$ cat src/rtl/pp_buf_ctrl.sv
// pp_buf_ctrl: ping-pong buffer controller.
//   Write side takes a valid/ready stream, steers it into bunit1/bunit2
//   (sl_din, wr_en1/wr_en2, wr_addr). Read side drains the oldest full bank
//   one word per cycle (rd_en, rd_addr, sl_dout) with out_valid/out_last
//   aligned to the one-cycle RAM read latency.
// Ports:
//   clk, rst (sync, active-high)
//   in_valid / in_ready           upstream handshake
//   sl_din, wr_en1, wr_en2, wr_addr   write steering to the bank RAMs
//   rd_en, rd_addr, sl_dout       read strobe/address/bank select
//   out_ready, out_valid, out_last    downstream handshake
//   flush                         present only with PP_FLUSH_EN
// Build option: PP_FLUSH_EN adds the flush port and per-bank length
// registers so a partially filled bank can be closed and drained.
//
// Read FSM states:
//   state  | meaning
//   R_IDLE | no bank being drained; waiting for full[sl_dout] & out_ready
//   R_READ | draining bank sl_dout; rd_en follows out_ready one cycle later
module pp_buf_ctrl #(
    parameter int DEPTH      = 16,
    parameter int ADDR_WIDTH = 4
) (
    input  logic                  clk,
    input  logic                  rst,
    input  logic                  in_valid,
    output logic                  in_ready,
    output logic                  sl_din,
    output logic                  wr_en1,
    output logic                  wr_en2,
    output logic [ADDR_WIDTH-1:0] wr_addr,
    output logic                  rd_en,
    output logic [ADDR_WIDTH-1:0] rd_addr,
    output logic                  sl_dout,
    input  logic                  out_ready,
    output logic                  out_valid,
`ifdef PP_FLUSH_EN
    output logic                  out_last,
    input  logic                  flush
`else
    output logic                  out_last
`endif
);

    typedef enum logic {R_IDLE, R_READ} rstate_t;

    localparam logic [ADDR_WIDTH-1:0] ADDR_ONE  = ADDR_WIDTH'(1);
    localparam logic [ADDR_WIDTH-1:0] ADDR_LAST = ADDR_WIDTH'(DEPTH - 1);
    localparam logic [ADDR_WIDTH:0]   LEN_ONE   = (ADDR_WIDTH + 1)'(1);
    localparam logic [ADDR_WIDTH:0]   LEN_FULL  = (ADDR_WIDTH + 1)'(DEPTH);

    rstate_t               state_q, state_d;
    logic                  sl_din_q, sl_din_d;
    logic                  sl_dout_q, sl_dout_d;
    logic [ADDR_WIDTH-1:0] wr_addr_q, wr_addr_d;
    logic [ADDR_WIDTH-1:0] rd_addr_q, rd_addr_d;
    logic [1:0]            full_q, full_d;      // index 1 = bunit1, 0 = bunit2
    logic                  rd_en_q, rd_en_d;
    logic                  out_valid_q, out_valid_d;
    logic                  out_last_q, out_last_d;

    logic                  accept;
    logic                  wr_wrap;
    logic                  rd_last;
    logic [ADDR_WIDTH:0]   rd_len;

`ifdef PP_FLUSH_EN
    logic [1:0][ADDR_WIDTH:0] len_q, len_d;
    logic                     flush_pend_q, flush_pend_d;
    logic                     flush_eff;

    assign rd_len = len_q[sl_dout_q];
`else
    assign rd_len = LEN_FULL;
`endif

    assign in_ready = ~full_q[sl_din_q];
    assign accept   = in_valid & in_ready;
    assign wr_wrap  = accept & (wr_addr_q == ADDR_LAST);
    assign rd_last  = rd_en_q & ({1'b0, rd_addr_q} == (rd_len - LEN_ONE));

    always_comb begin
        state_d     = state_q;
        sl_din_d    = sl_din_q;
        sl_dout_d   = sl_dout_q;
        wr_addr_d   = wr_addr_q;
        rd_addr_d   = rd_addr_q;
        full_d      = full_q;
        out_valid_d = rd_en_q;
        out_last_d  = rd_last;
`ifdef PP_FLUSH_EN
        len_d        = len_q;
        flush_eff    = flush | flush_pend_q;
        // A flush that collides with an accept is retried next cycle unless
        // that accept already closes the bank.
        flush_pend_d = flush_eff & accept & ~wr_wrap;
`endif

        // Write side
        if (accept) begin
            wr_addr_d = wr_addr_q + ADDR_ONE;
            if (wr_wrap) begin
                full_d[sl_din_q] = 1'b1;
                sl_din_d         = ~sl_din_q;
                wr_addr_d        = '0;
`ifdef PP_FLUSH_EN
                len_d[sl_din_q]  = LEN_FULL;
`endif
            end
        end
`ifdef PP_FLUSH_EN
        else if (flush_eff && (wr_addr_q != '0)) begin
            full_d[sl_din_q] = 1'b1;
            len_d[sl_din_q]  = {1'b0, wr_addr_q};
            sl_din_d         = ~sl_din_q;
            wr_addr_d        = '0;
        end
`endif

        // Read side; the clear always hits the other bank than a same-cycle set
        if (rd_en_q) begin
            rd_addr_d = rd_addr_q + ADDR_ONE;
            if (rd_last) begin
                full_d[sl_dout_q] = 1'b0;
                sl_dout_d         = ~sl_dout_q;
                rd_addr_d         = '0;
            end
        end

        case (state_q)
            R_IDLE: if (full_q[sl_dout_q] && out_ready) state_d = R_READ;
            R_READ: if (rd_last) state_d = full_q[~sl_dout_q] ? R_READ : R_IDLE;
            default: state_d = R_IDLE;
        endcase

        rd_en_d = (state_d == R_READ) & out_ready;
    end

    always_ff @(posedge clk) begin
        if (rst) begin
            state_q     <= R_IDLE;
            sl_din_q    <= 1'b1;
            sl_dout_q   <= 1'b1;
            wr_addr_q   <= '0;
            rd_addr_q   <= '0;
            full_q      <= '0;
            rd_en_q     <= 1'b0;
            out_valid_q <= 1'b0;
            out_last_q  <= 1'b0;
        end else begin
            state_q     <= state_d;
            sl_din_q    <= sl_din_d;
            sl_dout_q   <= sl_dout_d;
            wr_addr_q   <= wr_addr_d;
            rd_addr_q   <= rd_addr_d;
            full_q      <= full_d;
            rd_en_q     <= rd_en_d;
            out_valid_q <= out_valid_d;
            out_last_q  <= out_last_d;
        end
    end

`ifdef PP_FLUSH_EN
    always_ff @(posedge clk) begin
        if (rst) begin
            len_q        <= {2{LEN_FULL}};
            flush_pend_q <= 1'b0;
        end else begin
            len_q        <= len_d;
            flush_pend_q <= flush_pend_d;
        end
    end
`endif

    assign sl_din    = sl_din_q;
    assign sl_dout   = sl_dout_q;
    assign wr_en1    = accept & sl_din_q;
    assign wr_en2    = accept & ~sl_din_q;
    assign wr_addr   = wr_addr_q;
    assign rd_en     = rd_en_q;
    assign rd_addr   = rd_addr_q;
    assign out_valid = out_valid_q;
    assign out_last  = out_last_q;

endmodule
$ cat config.mk
export PLATFORM = sky130hd
export DESIGN_NAME = pp_buf_ctrl
export DESIGN_NICKNAME = d
export VERILOG_FILES = /design/src/rtl/pp_buf_ctrl.sv
export SDC_FILE = /design/constraint.sdc
export NUM_CORES = 1
export LEC_CHECK = 0
export ABC_CLOCK_PERIOD_IN_PS = 3900
export BUFFER_PORTS_ARGS = -buffer_cell sky130_fd_sc_hd__buf_2
export CAP_MARGIN = 20
export CORE_ASPECT_RATIO = 1.75
export CORE_MARGIN = 3
export CORE_UTILIZATION = 30
export CTS_CLUSTER_SIZE = 20
export DETAILED_ROUTE_END_ITERATION = 12
export GPL_ROUTABILITY_DRIVEN = 0
export HOLD_SLACK_MARGIN = 0.03
export PLACE_DENSITY = 0.49
export RECOVER_POWER = 50
export SLEW_MARGIN = 20
export SYNTH_ARGS = -nofsm -noshare
export SYNTH_HDL_FRONTEND = slang
export SYNTH_SLANG_ARGS = --single-unit
export TNS_END_PERCENT = 30
$ cat constraint.sdc
create_clock -name clk -period 3.9 [get_ports clk]
set_input_delay 0.78 -clock clk [delete_from_list [all_inputs] [get_ports clk]]
set_output_delay 0.78 -clock clk [all_outputs]
set_load 0.05 [all_outputs]
==> run_results.csv <==
group,metric,value,unit
finish,drive_gt1_share,25.0,%
worst_setup_path,worstPathRequired,3120,ps
drt,via_per_inst,5.33,
place,preCtsSetupSlack,1660,ps
sta,finalHoldWorstSlack,510,ps
synth,synth_xor_area_share,3.66,%
finish,antenna_cells,0,
synth,syn_nets,82,
synth,syn_area_per_cell,9.45,µm²
worst_setup_path,critPathArrivalTime,1650,ps
sta,fin_setup_tns,0,ps
synth,synthMostInstantiatedCell,"dfxtp_1",
clock_network,ctsHoldBuffers,0,
clock_network,clockBufferDepth,2,
finish,fin_util,39.1,%
drt,vias,639,
global_routing,grt_start_max_net_pins,14,
drt,dr.pass1.iters,2,
finish,finalNonFillerCells,120,
clock_network,post_cts.repair.setup_buffers,0,
clock_network,cts_buffers,3,
worst_setup_path,startpoint_type,"flip-flop",
sta,period_share,62.4,%
synth,synth_top_cells_by_count,"dfxtp_1, a21oi_1, nand3_1",
sta,finalMaxSlewViolations,0,
sta,setup_viol,0,
sta,min_period,2430,ps
die,die_height,70.7,µm
flow_run,max_cap_violations,0,
synth,synth_flop_cell,"dfxtp_1",
global_routing,grt-ovfl-total,0,
synth,synth-seq-area-share,44.6,%
worst_setup_path,critPathKind,"reg -> out",
worst_setup_path,end_kind,"output pin",
drt,drc,0,
die,die_w,43.0,µm
synth,synth_async_sr_flop_share,0,%
sta,tightest_slew,591,ps
global_routing,grt_pass1_vias,632,
sta,relSlewSlack,60.6,%
place,dp_cells,117,
pwr,ir_drop,0.000108,V
synth,syn-cell-area,718,µm²
place,dp_hpwl,1190,µm
die,dieArea,0.00304,mm²
synth,postSynthCellCount,76,
outcome,status,"finished, final reports clean",
drt,drt_wl_total,1590,µm
synth,synth.area.mux_share,6.62,%
global_routing,grt_pass1_wl,2810,µm
clock_network,cts_sinks,16,
synth,synth-compound-area-share,16.6,%
synth,synth_simple_gate_area_share,22.0,%
drt,avgRoutedWirePerCell,13.3,µm
synth,ys_warn_count,0,
global_routing,antenna_found_initial,0,
sta,grt_setup_unrepaired,"no",
synth,synth.area.top_cells,"dfxtp_1, a21oi_1, ha_1",
synth,synth_top_area_share,44.6,%
clock_network,ctsResizeCount,0,
finish,nNetsFinal,104,
clock_network,clk_pin_slew,90,ps
sta,worst_slack,1470,ps
synth,synth-edff-count,0,
clock_network,cts_tree,"built",
sta,fin_worst_skew,1.37,ps
pwr,p_leak,0.388,nW
drt,drt-initial-drc-count,12,
drt,ant_nets,0,
die,coreArea,0.00217,mm²
sta,finalHoldViolCount,0,
place,portBuffers,19,
die,start_util,33.0,%
pwr,power_per_cell_area,320,mW/mm²
worst_setup_path,crit_path_max_fanout,7,
die,ioPinCount,20,
clock_network,htree_levels,1,
synth,synth_adder_area_share,3.48,%
die,row_count,22,
global_routing,grt_use_total,11.9,%
sta,clock.fmax,0.411,GHz
synth,synth.largest_area_cell,"dfxtp_1",
min_path,hold_class,"reg -> reg",
synth,synth_top_family_by_area,"simple AND/OR/NAND/NOR gates",
clock_network,clock_latency,280,ps
synth,ys_ff_latch,16,
finish,area_delta_synth_final,18.3,%
synth,synth_cell_type_count,35,
clock_network,clock-root-buffer,"clkbuf_4",
==> cells by family after synthesis <==
kind of cell | count (synthesis)
and+or+nand+nor | 27
buffers and inverters | 6
adders and majority gates | 2
AOI/OAI and AO/OA | 18
xor gates and xnor gates | 3
DFF | 16
muxes | 4
==> sequential cells by signal, indices dropped and copies added (netlist names) <==
signal     count
state_q        1
rd_addr        4
out_last       1
sl_dout        1
out_valid      1
rd_en          1
sl_din         1
wr_addr        4
full_q         2
==> power breakdown <==
group          internal (W)  switching (W)  leakage [nW]  total [W]
sequential         0.000165     0.00000195         0.129   0.000167
combinational    0.00000559      0.0000154         0.245  0.0000210
clock             0.0000358      0.0000482        0.0138  0.0000841
total              0.000206      0.0000656         0.388   0.000272
==> layout by cell type, fill, tap and decap left out <==
| cell type | count |
|---|---|
| a21o_1 | 1 |
| and4_1 | 1 |
| nand4_1 | 2 |
| a21oi_2 | 1 |
| clkbuf_1 | 1 |
| xnor2_1 | 1 |
| a211oi_1 | 1 |
| mux2i_1 | 1 |
| inv_2 | 1 |
| nand3b_1 | 1 |
| ha_1 | 2 |
| inv_1 | 3 |
| mux2_2 | 1 |
| clkbuf_4 | 3 |
| nor2_1 | 3 |
| dfxtp_1 | 16 |
| nor2b_1 | 3 |
| a41oi_1 | 1 |
| buf_2 | 18 |
| a31oi_1 | 2 |
| o21ai_0 | 2 |
| nand3_1 | 5 |
| or3_1 | 1 |
| xor2_1 | 2 |
| mux2_1 | 2 |
| a21oi_1 | 5 |
| nor3_1 | 2 |
| nor3b_1 | 1 |
| a311oi_1 | 1 |
| nand2b_1 | 2 |
| o211a_1 | 1 |
| o31ai_1 | 2 |
| or4_1 | 1 |
| o21ai_1 | 1 |
| nand2_1 | 2 |
| and3_1 | 3 |
==> critical path: stages (launching register included) <==
cell,delay [ps]
dfxtp_1,450
mux2_1,440
inv_1,190
buf_2,290
==> path summary, 6_finish.rpt <==
kind / startpoint / end / slack (ps) / cells after the start
hold / removal: full_q[0] / full_q[0] / 510 / 2
setup / recovery: sl_din / in_ready / 1470 / 3
setup reg to reg: sl_din / full_q[0] / 2260 / 3
hold reg to reg: full_q[0] / full_q[0] / 510 / 2
==> through the flow <==
| step | power, W | area (µm²) |
|---|---|---|
| CTS | 0.000278 | 858 |
| global route | 0.000286 | 850 |
| detailed placement | 0.000192 | 836 |
| finish | 0.000272 | 850 |
| floorplan | 0.000185 | 718 |
| global placement | 0.000192 | 836 |
==> area by class of cell <==
class | instances | area (µm²)
inverters | 4 | 15.0
clock buffers | 3 | 22.5
flip-flops and latches | 16 | 320
multi-input cells | 54 | 368
fillers | 236 | 1330
well taps | 24 | 30.0
repair buffers | 19 | 93.8
==> metal layers <==
| layer | GRT usage [%] | wire length, µm |
|---|---|---|
| met5 | 0 | 0 |
| met3 | 1.78 | 69 |
| met2 | 19.6 | 825 |
| met4 | 8.05 | 40 |
| met1 | 13.9 | 654 |
Note: power is estimated with default switching activity, not from simulation.
